## config.mk

```make
export PLATFORM = sky130hd
export DESIGN_NAME = camera_stream_tx_flat
export DESIGN_NICKNAME = d
export VERILOG_FILES = /design/src/rtl/camera_stream_tx_if.sv /design/src/rtl/camera_stream_tx.sv /design/src/flat_wrapper.sv
export SDC_FILE = /design/constraint.sdc
export NUM_CORES = 1
export LEC_CHECK = 0
export BUFFER_PORTS_ARGS = -buffer_cell sky130_fd_sc_hd__buf_2
export CORE_ASPECT_RATIO = 1.75
export CORE_MARGIN = 3
export CORE_UTILIZATION = 28
export CTS_CLUSTER_DIAMETER = 80
export CTS_CLUSTER_SIZE = 12
export DETAILED_ROUTE_END_ITERATION = 12
export PLACE_DENSITY = 0.44
export SYNTH_ARGS = -nofsm -noshare
export SYNTH_HDL_FRONTEND = slang
export SYNTH_SLANG_ARGS = --single-unit
```

## constraint.sdc

```tcl
create_clock -name p_clock -period 2.46 [get_ports p_clock]
set_input_delay 0.492 -clock p_clock [delete_from_list [all_inputs] [get_ports p_clock]]
set_output_delay 0.492 -clock p_clock [all_outputs]
set_load 0.02 [all_outputs]
```

## src/rtl/camera_stream_tx_if.sv

```systemverilog
// Parallel camera bus plus frame-buffer read port of the DVP stream transmitter.
interface camera_stream_tx_if;
  logic        enable;
  logic [16:0] rd_addr;
  logic [15:0] mem_data;
  logic        vsync;
  logic        href;
  logic [7:0]  p_data;
  logic        frame_done;
  logic        busy;

  modport master (
    input  enable, mem_data,
    output rd_addr, vsync, href, p_data, frame_done, busy
  );

  modport slave (
    output enable, mem_data,
    input  rd_addr, vsync, href, p_data, frame_done, busy
  );
endinterface

```

## src/rtl/camera_stream_tx.sv

```systemverilog
// Frame-buffer to OV7670-style DVP transmitter: RGB565 pixels sent high byte first,
// read from a 2-cycle-latency RAM with the address running one pixel ahead.
module camera_stream_tx #(
  parameter int unsigned H_ACTIVE   = 320,
  parameter int unsigned V_ACTIVE   = 240,
  parameter int unsigned HBLANK     = 16,
  parameter int unsigned VS_CYCLES  = 8,
  parameter int unsigned VBP_CYCLES = 20,
  parameter int unsigned VFP_CYCLES = 20
) (
  input  logic                      p_clock,
  input  logic                      reset,
  camera_stream_tx_if.master        bus
);

  localparam int unsigned ADDR_W    = 17;
  localparam int unsigned LAST_ADDR = H_ACTIVE * V_ACTIVE - 1;
  localparam int unsigned LINE_LEN  = 2 * H_ACTIVE;
  localparam int unsigned MAX_A     = (VS_CYCLES > VBP_CYCLES) ? VS_CYCLES : VBP_CYCLES;
  localparam int unsigned MAX_B     = (LINE_LEN > HBLANK) ? LINE_LEN : HBLANK;
  localparam int unsigned MAX_C     = (MAX_A > MAX_B) ? MAX_A : MAX_B;
  localparam int unsigned CNT_MAX   = (MAX_C > VFP_CYCLES) ? MAX_C : VFP_CYCLES;
  localparam int unsigned CNT_W     = $clog2(CNT_MAX + 1);
  localparam int unsigned LINE_W    = $clog2(V_ACTIVE + 1);

  typedef enum logic [2:0] {
    IDLE   = 3'd0,
    VSYNC  = 3'd1,
    VBP    = 3'd2,
    ACTIVE = 3'd3,
    HBL    = 3'd4,
    VFP    = 3'd5
  } state_t;

  state_t              state_q, state_d;
  logic [CNT_W-1:0]    cnt_q, cnt_d;
  logic [LINE_W-1:0]   line_q, line_d;
  logic [ADDR_W-1:0]   rd_addr_q, rd_addr_d;
  logic [7:0]          lo_q, lo_d;
  logic [7:0]          p_data_q, p_data_d;
  logic                vsync_q, vsync_d;
  logic                href_q, href_d;
  logic                frame_done_q, frame_done_d;
  logic                busy_q, busy_d;

  // State, counters and every bus output are registered together.
  always_ff @(posedge p_clock) begin
    if (reset) begin
      state_q      <= IDLE;
      cnt_q        <= '0;
      line_q       <= '0;
      rd_addr_q    <= '0;
      lo_q         <= '0;
      p_data_q     <= '0;
      vsync_q      <= 1'b1;
      href_q       <= 1'b0;
      frame_done_q <= 1'b0;
      busy_q       <= 1'b0;
    end else begin
      state_q      <= state_d;
      cnt_q        <= cnt_d;
      line_q       <= line_d;
      rd_addr_q    <= rd_addr_d;
      lo_q         <= lo_d;
      p_data_q     <= p_data_d;
      vsync_q      <= vsync_d;
      href_q       <= href_d;
      frame_done_q <= frame_done_d;
      busy_q       <= busy_d;
    end
  end

  always_comb begin
    state_d   = state_q;
    cnt_d     = cnt_q;
    line_d    = line_q;
    rd_addr_d = rd_addr_q;
    lo_d      = lo_q;
    p_data_d  = 8'h00;

    case (state_q)
      IDLE: begin
        if (bus.enable) begin
          state_d = VSYNC;
          cnt_d   = '0;
        end
      end
      VSYNC: begin
        if (cnt_q == CNT_W'(VS_CYCLES - 1)) begin
          state_d = VBP;
          cnt_d   = '0;
        end else begin
          cnt_d = cnt_q + CNT_W'(1);
        end
      end
      VBP: begin
        if (cnt_q == CNT_W'(VBP_CYCLES - 1)) begin
          state_d = ACTIVE;
          cnt_d   = '0;
        end else begin
          cnt_d = cnt_q + CNT_W'(1);
        end
      end
      ACTIVE: begin
        if (cnt_q == CNT_W'(LINE_LEN - 1)) begin
          state_d = HBL;
          cnt_d   = '0;
        end else begin
          cnt_d = cnt_q + CNT_W'(1);
        end
      end
      HBL: begin
        if (cnt_q == CNT_W'(HBLANK - 1)) begin
          cnt_d = '0;
          if (line_q == LINE_W'(V_ACTIVE - 1)) begin
            state_d = VFP;
            line_d  = '0;
          end else begin
            state_d = ACTIVE;
            line_d  = line_q + LINE_W'(1);
          end
        end else begin
          cnt_d = cnt_q + CNT_W'(1);
        end
      end
      VFP: begin
        if (cnt_q == CNT_W'(VFP_CYCLES - 1)) begin
          state_d = bus.enable ? VSYNC : IDLE;
          cnt_d   = '0;
        end else begin
          cnt_d = cnt_q + CNT_W'(1);
        end
      end
      default: begin
        state_d = IDLE;
        cnt_d   = '0;
        line_d  = '0;
      end
    endcase

    // High-byte edge latches the RAM word and issues the next pixel's address.
    if (state_d == ACTIVE) begin
      if (!cnt_d[0]) begin
        p_data_d  = bus.mem_data[15:8];
        lo_d      = bus.mem_data[7:0];
        rd_addr_d = (rd_addr_q == ADDR_W'(LAST_ADDR)) ? '0 : rd_addr_q + ADDR_W'(1);
      end else begin
        p_data_d = lo_q;
      end
    end

    vsync_d      = (state_d == IDLE) || (state_d == VSYNC);
    href_d       = (state_d == ACTIVE);
    busy_d       = (state_d != IDLE);
    frame_done_d = (state_d == VFP) && (cnt_d == CNT_W'(VFP_CYCLES - 1));
  end

  assign bus.rd_addr    = rd_addr_q;
  assign bus.p_data     = p_data_q;
  assign bus.vsync      = vsync_q;
  assign bus.href       = href_q;
  assign bus.frame_done = frame_done_q;
  assign bus.busy       = busy_q;

endmodule
```

## src/flat_wrapper.sv

```systemverilog
// flat-port wrapper written by rule: the top's interface ports become plain ports
module camera_stream_tx_flat 
#(
  parameter int unsigned H_ACTIVE   = 320,
  parameter int unsigned V_ACTIVE   = 240,
  parameter int unsigned HBLANK     = 16,
  parameter int unsigned VS_CYCLES  = 8,
  parameter int unsigned VBP_CYCLES = 20,
  parameter int unsigned VFP_CYCLES = 20
)
  (p_clock, reset, bus_enable, bus_mem_data, bus_rd_addr, bus_vsync, bus_href, bus_p_data, bus_frame_done, bus_busy);
  camera_stream_tx_if bus_i ();
  input  logic p_clock;
  input  logic reset;
  input wire logic [$bits(bus_i.enable)-1:0] bus_enable;
  input wire logic [$bits(bus_i.mem_data)-1:0] bus_mem_data;
  output wire logic [$bits(bus_i.rd_addr)-1:0] bus_rd_addr;
  output wire logic [$bits(bus_i.vsync)-1:0] bus_vsync;
  output wire logic [$bits(bus_i.href)-1:0] bus_href;
  output wire logic [$bits(bus_i.p_data)-1:0] bus_p_data;
  output wire logic [$bits(bus_i.frame_done)-1:0] bus_frame_done;
  output wire logic [$bits(bus_i.busy)-1:0] bus_busy;
  assign bus_i.enable = bus_enable;
  assign bus_i.mem_data = bus_mem_data;
  assign bus_rd_addr = bus_i.rd_addr;
  assign bus_vsync = bus_i.vsync;
  assign bus_href = bus_i.href;
  assign bus_p_data = bus_i.p_data;
  assign bus_frame_done = bus_i.frame_done;
  assign bus_busy = bus_i.busy;
  camera_stream_tx #(.H_ACTIVE(H_ACTIVE), .V_ACTIVE(V_ACTIVE), .HBLANK(HBLANK), .VS_CYCLES(VS_CYCLES), .VBP_CYCLES(VBP_CYCLES), .VFP_CYCLES(VFP_CYCLES)) u_core (.p_clock(p_clock), .reset(reset), .bus(bus_i));
endmodule
```

# Word level (Yosys, flattened, before mapping)

Cells that the tools add are included.

Multiplexer cells: 20
Eq/ne operators: 16
Reduce and logical (&&, ||, !) cells: 10
Add/sub/neg operators: 3
Bitwise logic cells: 3

Operators by type and width:

| operator                | count |
|---|---|
| $mux W10                | 5 |
| $pmux W10 S5            | 1 |
| $mux W8                 | 3 |
| $mux W3                 | 7 |
| $eq A10 B5 Y1 const B   | 2 |
| $pmux W3 S6             | 1 |
| $add A17 B1 Y17 const B | 1 |
| $eq A17 B17 Y1 const B  | 1 |
| $mux W17                | 1 |
| $pmux W8 S2             | 1 |
| $add A10 B1 Y10 const B | 1 |
| $eq A10 B10 Y1 const B  | 1 |
| $eq A10 B3 Y1 const B   | 1 |
| $eq A10 B4 Y1 const B   | 1 |
| $eq A3 B2 Y1 const B    | 3 |
| $eq A3 B3 Y1 const B    | 3 |
| $add A8 B1 Y8 const B   | 1 |
| $eq A8 B8 Y1 const B    | 1 |
| $eq A3 B1 Y1 const B    | 2 |
| $logic_not A3 Y1        | 2 |
| $reduce_or A5 Y1        | 1 |
| $reduce_and A2 Y1       | 2 |
| $reduce_or A2 Y1        | 2 |
| $not A1 Y1              | 3 |
| 5 further kinds         | 5 |

Output and inout port bits: 29
Logic and storage cells: 62
Bits in registers: 58

# Longest topological paths before layout

Gate-level depths: netlist of the first run.

Depth in word-level cells: 7
Depth in mapped cells: 10

# Worst setup path before layout of the first run

No wires, ideal clock.

Path kind: flip-flop to flip-flop
Start point: reg u_core.cnt_q[0]
End point: reg u_core.rd_addr_q[6], in the netlist u_core.bus.rd_addr[6]
Data required time: 2,390 ps
Path slack: -253 ps
Period minus slack after synthesis: 2,713 ps
Stages on the path, launching flop included: 9
Path buffers: 0
Arrival time: 2,642 ps
Path through: dfxtp_1 -> ha_1 -> nand3_1 -> or4_1 -> o2bb2ai_1 -> o31ai_4 -> nand3_2 -> or4_1 -> a21oi_1

Longest elaborated chain between the ends: 5
Elaborated cells between the ends (all ways): 20
Those cells by class: add/sub: 1; eq/ne: 5; mux: 12; bitwise: 1; reduce/logical: 1

RTL lines:

| what                                                               | line                                            | RTL |
|---|---|---|
| start, declared                                                    | camera_stream_tx.sv:36                          | `logic [CNT_W-1:0] cnt_q, cnt_d;` |
| start signal, assigned                                             | camera_stream_tx.sv:61                          | `cnt_q <= cnt_d;` |
| $add A10 B1 Y10 (tied with other cells)                            | -                                               |  |
| $mux W10 (tied with other cells)                                   | camera_stream_tx.sv:97, camera_stream_tx.sv:127 |  |
| $pmux W10 S5 / $pmux W3 S6 (equally long branches)                 | camera_stream_tx.sv:81                          | `case (state_q)` |
| $not A1 Y1 (no source line) / $eq A3 B2 Y1 (equally long branches) | -                                               |  |
| $reduce_and A2 Y1 (no source line) *                               | -                                               |  |
| end signal, assigned                                               | camera_stream_tx.sv:63                          | `rd_addr_q <= rd_addr_d;` |
| end, declared                                                      | camera_stream_tx.sv:38                          | `logic [ADDR_W-1:0] rd_addr_q, rd_addr_d;` |

Every way passes the cells marked *; elsewhere a longest branch is shown, timed or not.
A chain may end at the register's enable or synchronous reset.

# Worst setup path in the final report of the first run

Start point: reg u_core.cnt_q[8]
End point: reg u_core.rd_addr_q[12], in the netlist u_core.bus.rd_addr[12]

Longest elaborated chain between the ends: 5
Elaborated cells between the ends (all ways): 18
Those cells by class: eq/ne: 5; mux: 11; bitwise: 1; reduce/logical: 1

RTL lines:

| what                                               | line                                            | RTL |
|---|---|---|
| $eq A10 B5 Y1 (tied with other cells)              | camera_stream_tx.sv:97, camera_stream_tx.sv:127 |  |
| $mux W3 (tied with other cells)                    | camera_stream_tx.sv:127                         | `if (cnt_q == CNT_W'(VFP_CYCLES - 1)) begin` |
| $pmux W3 S6 / $pmux W10 S5 (equally long branches) | camera_stream_tx.sv:81                          |  |
| $eq A3 B2 Y1 / $not A1 Y1 (equally long branches)  | -                                               |  |
| $reduce_and A2 Y1 (no source line) *               | -                                               |  |

Marks and branches as above.

==> run_results.csv, run 1 <==
group,metric,value,unit
critical_path,r2r-end,"u_core.bus.rd_addr[12]$_SDFFE_PP0P_",
finish,syn2layout_area_growth,42.88,%
finish,fillerInstances,1031,
critical_path,crit_type,"reg -> reg",
critical_path,cp_top_family,"compound AO/OA/AOI/OAI gates",
sta,rsz0062_at_grt,"true",
outcome,outcome,"finished with violations",
finish,nets,484,
global_routing,grt-ovfl-total,0,
yosys,avgSynthCellArea,8.053,um2
placed_design,port-buffer-count,47,
placed_design,dp.cells,568,
global_routing,antenna_found_initial,0,
floorplanning,chipHeight,141.0,um
sta,worst_slack,-102.0,ps
finish,finalNonFillerCells,592,
routing,antenna_left,0,
critical_path,worst_path_largest_cell_delay,560,ps
critical_path,arrival,2790,ps
finish,drive_gt1_share,32.33,%
finish,mostFrequentLayoutCell,"buf_4",
cts,clkSinkCount,58,
yosys,async_flop_share,0,%
yosys,netlist_instances,362,
routing,wl,8.960,mm
global_routing,grt_pass1_wl,14.96,mm
routing,drc,0,
cts,clock_path_buffers,2,
critical_path,reg2reg_from,"u_core.cnt_q[8]$_SDFF_PP0_",
sta,fin_crit_sh,104.1,%
yosys,synth_warnings,0,
sta,fmaxAchievable,0.3903,GHz
cts,cts_made_buffers,9,
yosys,synth.cell_area,0.002915,mm2
floorplanning,core,0.01003,mm2
pwr,power.density,592.7,mW/mm2
routing,drtIter0Drc,134,
outcome,violations,"setup timing",
worst_hold_path,hold_path_end,"u_core.lo_q[4]$_SDFFE_PP0P_",
sta,finalSetupViolations,20,
critical_path,start_kind,"flop",
floorplanning,die_w,83.14,um
floorplanning,dieArea,0.01172,mm2
sta,drv_slew,0,
critical_path,path_cells,"or4_4 > o311a_1 > o21a_1 > o31ai_4 > buf_4 > and3_4 > buf_12 > a311oi_2 > a41o_1",
sta,setup_tns,-1177,ps
floorplanning,rows,48,
sta,worst_pin_slew,549.6,ps
global_routing,grt_util_all_layers,15.92,%
global_routing,grt_max_degree,30,
pwr,p_leak,1.728,nW
global_routing,grt_pass1_vias,3085,
finish,n_antenna_cell,0,
worst_hold_path,hold_class,"in -> reg",
cts,tritoncts,"yes",
floorplanning,io_pins,48,
pwr,finalPower,2.469,mW
yosys,ys_types,55,
cts,cts_hold_repair.buffers,0,
yosys,yosys_most_used_dff,"dfxtp_1",
routing,avgViaCountPerCell,5.063,
sta,hold_viol,0,
worst_hold_path,whs_path_depth,3,
cts,clock_latency,330,ps
placed_design,place_congestion,0.8015,
routing,wl_per_cell,15.14,um
critical_path,cp_slowest_cell,"or4_4",
critical_path,critPathCaptureType,"flop",
yosys,synth_nets,384,
critical_path,worstRegToRegCells,9,
cts,htree_num_levels,3,
critical_path,required,2680,ps
routing,vias,2997,
cts,cts_root_buf,"clkbuf_16",
pwr,ir_drop,0.3278,mV
critical_path,path_max_fanout,13,
worst_hold_path,holdCritStartpoint,"bus_mem_data[4]",
floorplanning,initial_core_util,29.07,%
sta,finalClockSkew,5.527,ps
routing,first_pass_iters,4,
sta,period_minus_slack,2562,ps
finish,layout_common_cells,"buf_4, dfxtp_1, buf_2",
yosys,yosysSeqAreaShare,39.83,%
flow_run,drv_cap,0,
yosys,synth_seq_cells,58,
placed_design,hpwl,6.705,mm
critical_path,path_buf_inv,2,
yosys,synth_edf_count,0,
placed_design,pre_cts_slack,-155.0,ps
critical_path,r2r_slack,-100,ps
cts,clk_pin_slew_worst_paths,50,ps
sta,maxSlewHeadroom,63.05,%
synth_stat cells, types with 7 or more instances:
cell	number	area share [%]
xnor2_1	7	2.1
nor3_1	7	1.2
or3_1	9	1.9
clkbuf_1	15	1.9
nor2_1	41	5.3
nand2_1	43	5.5
mux2i_1	9	3.1
o21ai_0	17	2.9
a21oi_1	35	6.0
dfxtp_1	58	40
inv_1	10	1.3
nand3_1	14	2.4
and3_1	7	1.5
worst reg2reg max path, stage by stage, from the launching register on:
cell	delay [ps]
dfxtp_2	320
or4_4	560
o311a_1	300
o21a_1	220
o31ai_4	240
buf_4	180
and3_4	190
buf_12	140
a311oi_2	100
a41o_1	210
stage by stage:
step / util (%) / instance area (um2) / hold slack (ps)
after floorplan: - / 2955 / 435.7
after global placement: 36.68 / 3679 / 443.2
after detailed placement: 36.68 / 3679 / 447.5
after CTS: 41.11 / 4123 / 393.2
after global routing: 41.53 / 4165 / 402.6
final: 41.53 / 4165 / 401.2
registers in the layout, indices dropped and copies added (netlist names):
signal	cells
u_core.bus.href	1
u_core.bus.vsync	1
u_core.cnt_q	10
u_core.bus.frame_done	1
u_core.line_q	8
u_core.state_q	3
u_core.bus.p_data	8
u_core.bus.busy	1
u_core.lo_q	8
u_core.bus.rd_addr	17
layer usage:
layer | vias to the layer above | part of all wire [%] | GRT usage [%]
li1 | 1504 | - | -
met1 | 1411 | 39 | 16.26
met2 | 61 | 55 | 29.82
met3 | 21 | 2.8 | 3.041
met4 | 0 | 3.3 | 8.958
met5 | - | 0 | 0
how the worst max path moves through the flow:
stage / start / endpoint / depth (start not counted)
6_report: u_core.cnt_q[8]$_SDFF_PP0_ / u_core.bus.rd_addr[12]$_SDFFE_PP0P_ / 9
2_1_floorplan: u_core.cnt_q[0]$_SDFF_PP0_ / u_core.bus.rd_addr[13]$_SDFFE_PP0P_ / 8
3_5_place_dp: u_core.cnt_q[7]$_SDFF_PP0_ / u_core.bus.rd_addr[13]$_SDFFE_PP0P_ / 8
5_1_grt: u_core.cnt_q[8]$_SDFF_PP0_ / u_core.bus.rd_addr[0]$_SDFFE_PP0P_ / 8
4_1_cts: u_core.cnt_q[8]$_SDFF_PP0_ / u_core.bus.rd_addr[12]$_SDFFE_PP0P_ / 9
3_3_place_gp: u_core.cnt_q[6]$_SDFF_PP0_ / u_core.bus.rd_addr[13]$_SDFFE_PP0P_ / 9
power breakdown:
part / total (mW) / internal, mW / switching, mW
Clock: 1.36 / 0.910 / 0.445
Sequential: 0.949 / 0.945 / 0.00399
Combinational: 0.164 / 0.0796 / 0.0848
Total: 2.47 / 1.93 / 0.534
layout make-up:
class	count	area [um2]	area share, %
multi-input combinational	276	1755	42.14
sequential	58	1171	28.12
timing repair buffer	107	724.4	17.39
clock buffer	11	242.7	5.828
tap	125	156.4	3.755
clock inverter	5	77.57	1.862
inverter	10	37.54	0.9012
timing repair:
item | CTS | global route
setup endpoints to repair | 25 | 37
pin swaps | 8 | 4
gates resized for setup | 16 | 9
setup buffers | 5 | 3
cell families after synthesis:
family / synth area share (%)
buffers and inverters: 3.734
xor gates and xnor gates: 3.305
muxes: 3.090
adders and majority gates: 1.288
AOI/OAI and AO/OA: 18.97
DFF: 39.83
and+or+nand+nor: 29.78
(Power assumes the default switching activity.)
==> run 2, diff against run 1 <==
--- a/config.mk
+++ b/config.mk
@@ -5,14 +5,14 @@
 export SDC_FILE = /design/constraint.sdc
 export NUM_CORES = 1
 export LEC_CHECK = 0
-export BUFFER_PORTS_ARGS = -buffer_cell sky130_fd_sc_hd__buf_2
 export CORE_ASPECT_RATIO = 1.75
 export CORE_MARGIN = 3
 export CORE_UTILIZATION = 28
 export CTS_CLUSTER_DIAMETER = 80
 export CTS_CLUSTER_SIZE = 12
 export DETAILED_ROUTE_END_ITERATION = 12
-export PLACE_DENSITY = 0.44
+export DONT_BUFFER_PORTS = 1
+export PLACE_DENSITY = 0.4
 export SYNTH_ARGS = -nofsm -noshare
 export SYNTH_HDL_FRONTEND = slang
 export SYNTH_SLANG_ARGS = --single-unit
==> run 2 against run 1 <==
  * The flow still finishes with violations (setup timing)
  * Routed wire length is 2.5% higher
  * Sequential power hardly changed
  * Combinational power is 9.8% lower
  * Final area grew 1.1%
  * Clock power down 10%
  * Largest cell class unchanged
==> run_results.csv, run 2 (synthesized netlist as in run 1, its figures left out) <==
group,metric,value,unit
critical_path,crit_type,"reg -> reg",
routing,drc,0,
cts,cts_hold_repair.buffers,0,
cts,cts_root_buf,"clkbuf_16",
sta,finalSetupViolations,23,
floorplanning,die_w,83.14,um
sta,rsz0062_at_grt,"true",
floorplanning,rows,48,
critical_path,cp_slowest_cell,"or4_4",
finish,fillerInstances,993,
critical_path,arrival,2840,ps
routing,wl_per_cell,16.48,um
placed_design,place_congestion,0.7712,
sta,holdWs,250.2,ps
routing,first_pass_iters,5,
routing,drtIter0Drc,93,
cts,tritoncts,"yes",
critical_path,reg2reg_from,"u_core.cnt_q[6]$_SDFF_PP0_",
critical_path,required,2680,ps
finish,drive_gt1_share,34.95,%
outcome,outcome,"finished with violations",
floorplanning,core,0.01003,mm2
outcome,violations,"setup timing",
floorplanning,io_pins,48,
flow_run,drv_cap,0,
global_routing,grt-ovfl-total,0,
critical_path,path_max_fanout,7,
global_routing,antenna_found_initial,0,
floorplanning,dieArea,0.01172,mm2
finish,largest_reg_flops,17,
critical_path,start_kind,"flop",
cts,htree_num_levels,3,
sta,setup_tns,-2328,ps
routing,antenna_left,0,
finish,fin_util,41.99,%
floorplanning,initial_core_util,29.07,%
global_routing,grt_util_all_layers,15.85,%
placed_design,dp.cells,529,
sta,period_minus_slack,2624,ps
worst_hold_path,holdCritStartpoint,"reset",
routing,wl,9.182,mm
routing,avgViaCountPerCell,5.145,
pwr,power.density,549.6,mW/mm2
pwr,finalPower,2.315,mW
critical_path,critPathCaptureType,"flop",
cts,clock_path_buffers,2,
global_routing,grt_pass1_wl,14.59,mm
global_routing,grt_max_degree,31,
cts,clock_latency,330,ps
critical_path,path_cells,"or4_4 > o311a_1 > o21a_1 > o31ai_4 > buf_4 > and3_4 > buf_12 > a311oi_2 > a41o_1",
sta,maxSlewHeadroom,73.38,%
placed_design,port-buffer-count,0,
finish,layout_common_cells,"buf_4, dfxtp_1, nor2_1",
sta,fmaxAchievable,0.3810,GHz
finish,n_antenna_cell,0,
sta,finalClockSkew,5.691,ps
cts,clk_pin_slew_worst_paths,50,ps
worst_hold_path,hold_class,"in -> reg",
routing,vias,2866,
placed_design,hpwl,6.752,mm
critical_path,worst_path_largest_cell_delay,570,ps
sta,worst_pin_slew,395.6,ps
finish,nets,449,
sta,hold_viol,0,
sta,worst_slack,-164.4,ps
finish,mostFrequentLayoutCell,"buf_4",
floorplanning,chipHeight,141.0,um
cts,cts_made_buffers,9,
finish,syn2layout_area_growth,44.46,%
finish,finalNonFillerCells,557,
sta,drv_slew,0,
critical_path,startpoint,"u_core.cnt_q[6]$_SDFF_PP0_",
pwr,p_leak,1.657,nW
critical_path,r2r_slack,-160,ps
cts,clkSinkCount,58,
pwr,ir_drop,0.3559,mV
global_routing,grt_pass1_vias,2903,
sta,fin_crit_sh,106.7,%
## run 2: cell count changes in the layout (fill, tap and decap cells not counted), moves of 2 or more
cell,previous run,this run
a21oi_1,35,15
a21oi_2,0,20
buf_12,1,3
buf_2,47,0
buf_4,54,63
buf_6,3,6
buf_8,2,0
nand2_1,42,34
nand2_4,0,9
nor2_1,40,38
nor2_2,1,3
## run 2: area by class of cell
cell class / instances / area, um2 / share of cell area [%]
Multi-Input combinational cell: 276 / 1958 / 46.49
Timing Repair Buffer: 72 / 600.6 / 14.26
Clock inverter: 5 / 55.05 / 1.307
Inverter: 10 / 37.54 / 0.8913
Tap cell: 125 / 156.4 / 3.714
Sequential cell: 58 / 1171 / 27.81
Clock buffer: 11 / 232.7 / 5.526
## run 2: timing repair
item | 4_1_cts | 5_1_grt
endpoints found under the setup margin | 23 | 36
cloned | 1 | 1
endpoints found under the hold margin | 0 | 0
pin swaps | 5 | 31
resized for setup | 15 | 62
buffers inserted | 4 | 8
## run 2: power breakdown
group	internal (mW)	total (mW)	switching (mW)
combinational	0.0761	0.148	0.0718
sequential	0.945	0.952	0.00645
clock	0.780	1.22	0.436
total	1.80	2.31	0.514
## run 2: metrics by stage
stage               worst slack (ps)  area, um2
floorplan                      2.341       2955
global placement              -165.5       3503
global route                  -241.6       4212
detailed placement            -208.0       3503
CTS                           -121.6       3929
finish                        -164.4       4212
## run 2: final timing paths
check,to,cells after the start
setup / recovery,u_core.bus.rd_addr[12]$_SDFFE_PP0P_,9
hold / removal,u_core.bus.rd_addr[6]$_SDFFE_PP0P_,1
setup reg to reg,u_core.bus.rd_addr[12]$_SDFFE_PP0P_,9
hold reg to reg,u_core.lo_q[0]$_SDFFE_PP0P_,2
## run 2: critical path, delay by kind of cell, from the launching register on
| kind | cells | cell delay, ps |
|---|---|---|
| compound gates | 5 | 1110 |
| simple gates | 2 | 790 |
| buf+inv | 2 | 310 |
| flops | 1 | 310 |
## run 2: metal layers
metal / vias to the layer above / routed length, um / share of wire, % / track usage (%)
li1: 1431 / - / - / -
met3: 20 / 378 / 4.1 / 4.094
met5: - / 0 / 0 / 0
met4: 0 / 276 / 3.0 / 8.441
met2: 61 / 5161 / 56 / 30.63
met1: 1354 / 3365 / 37 / 14.92
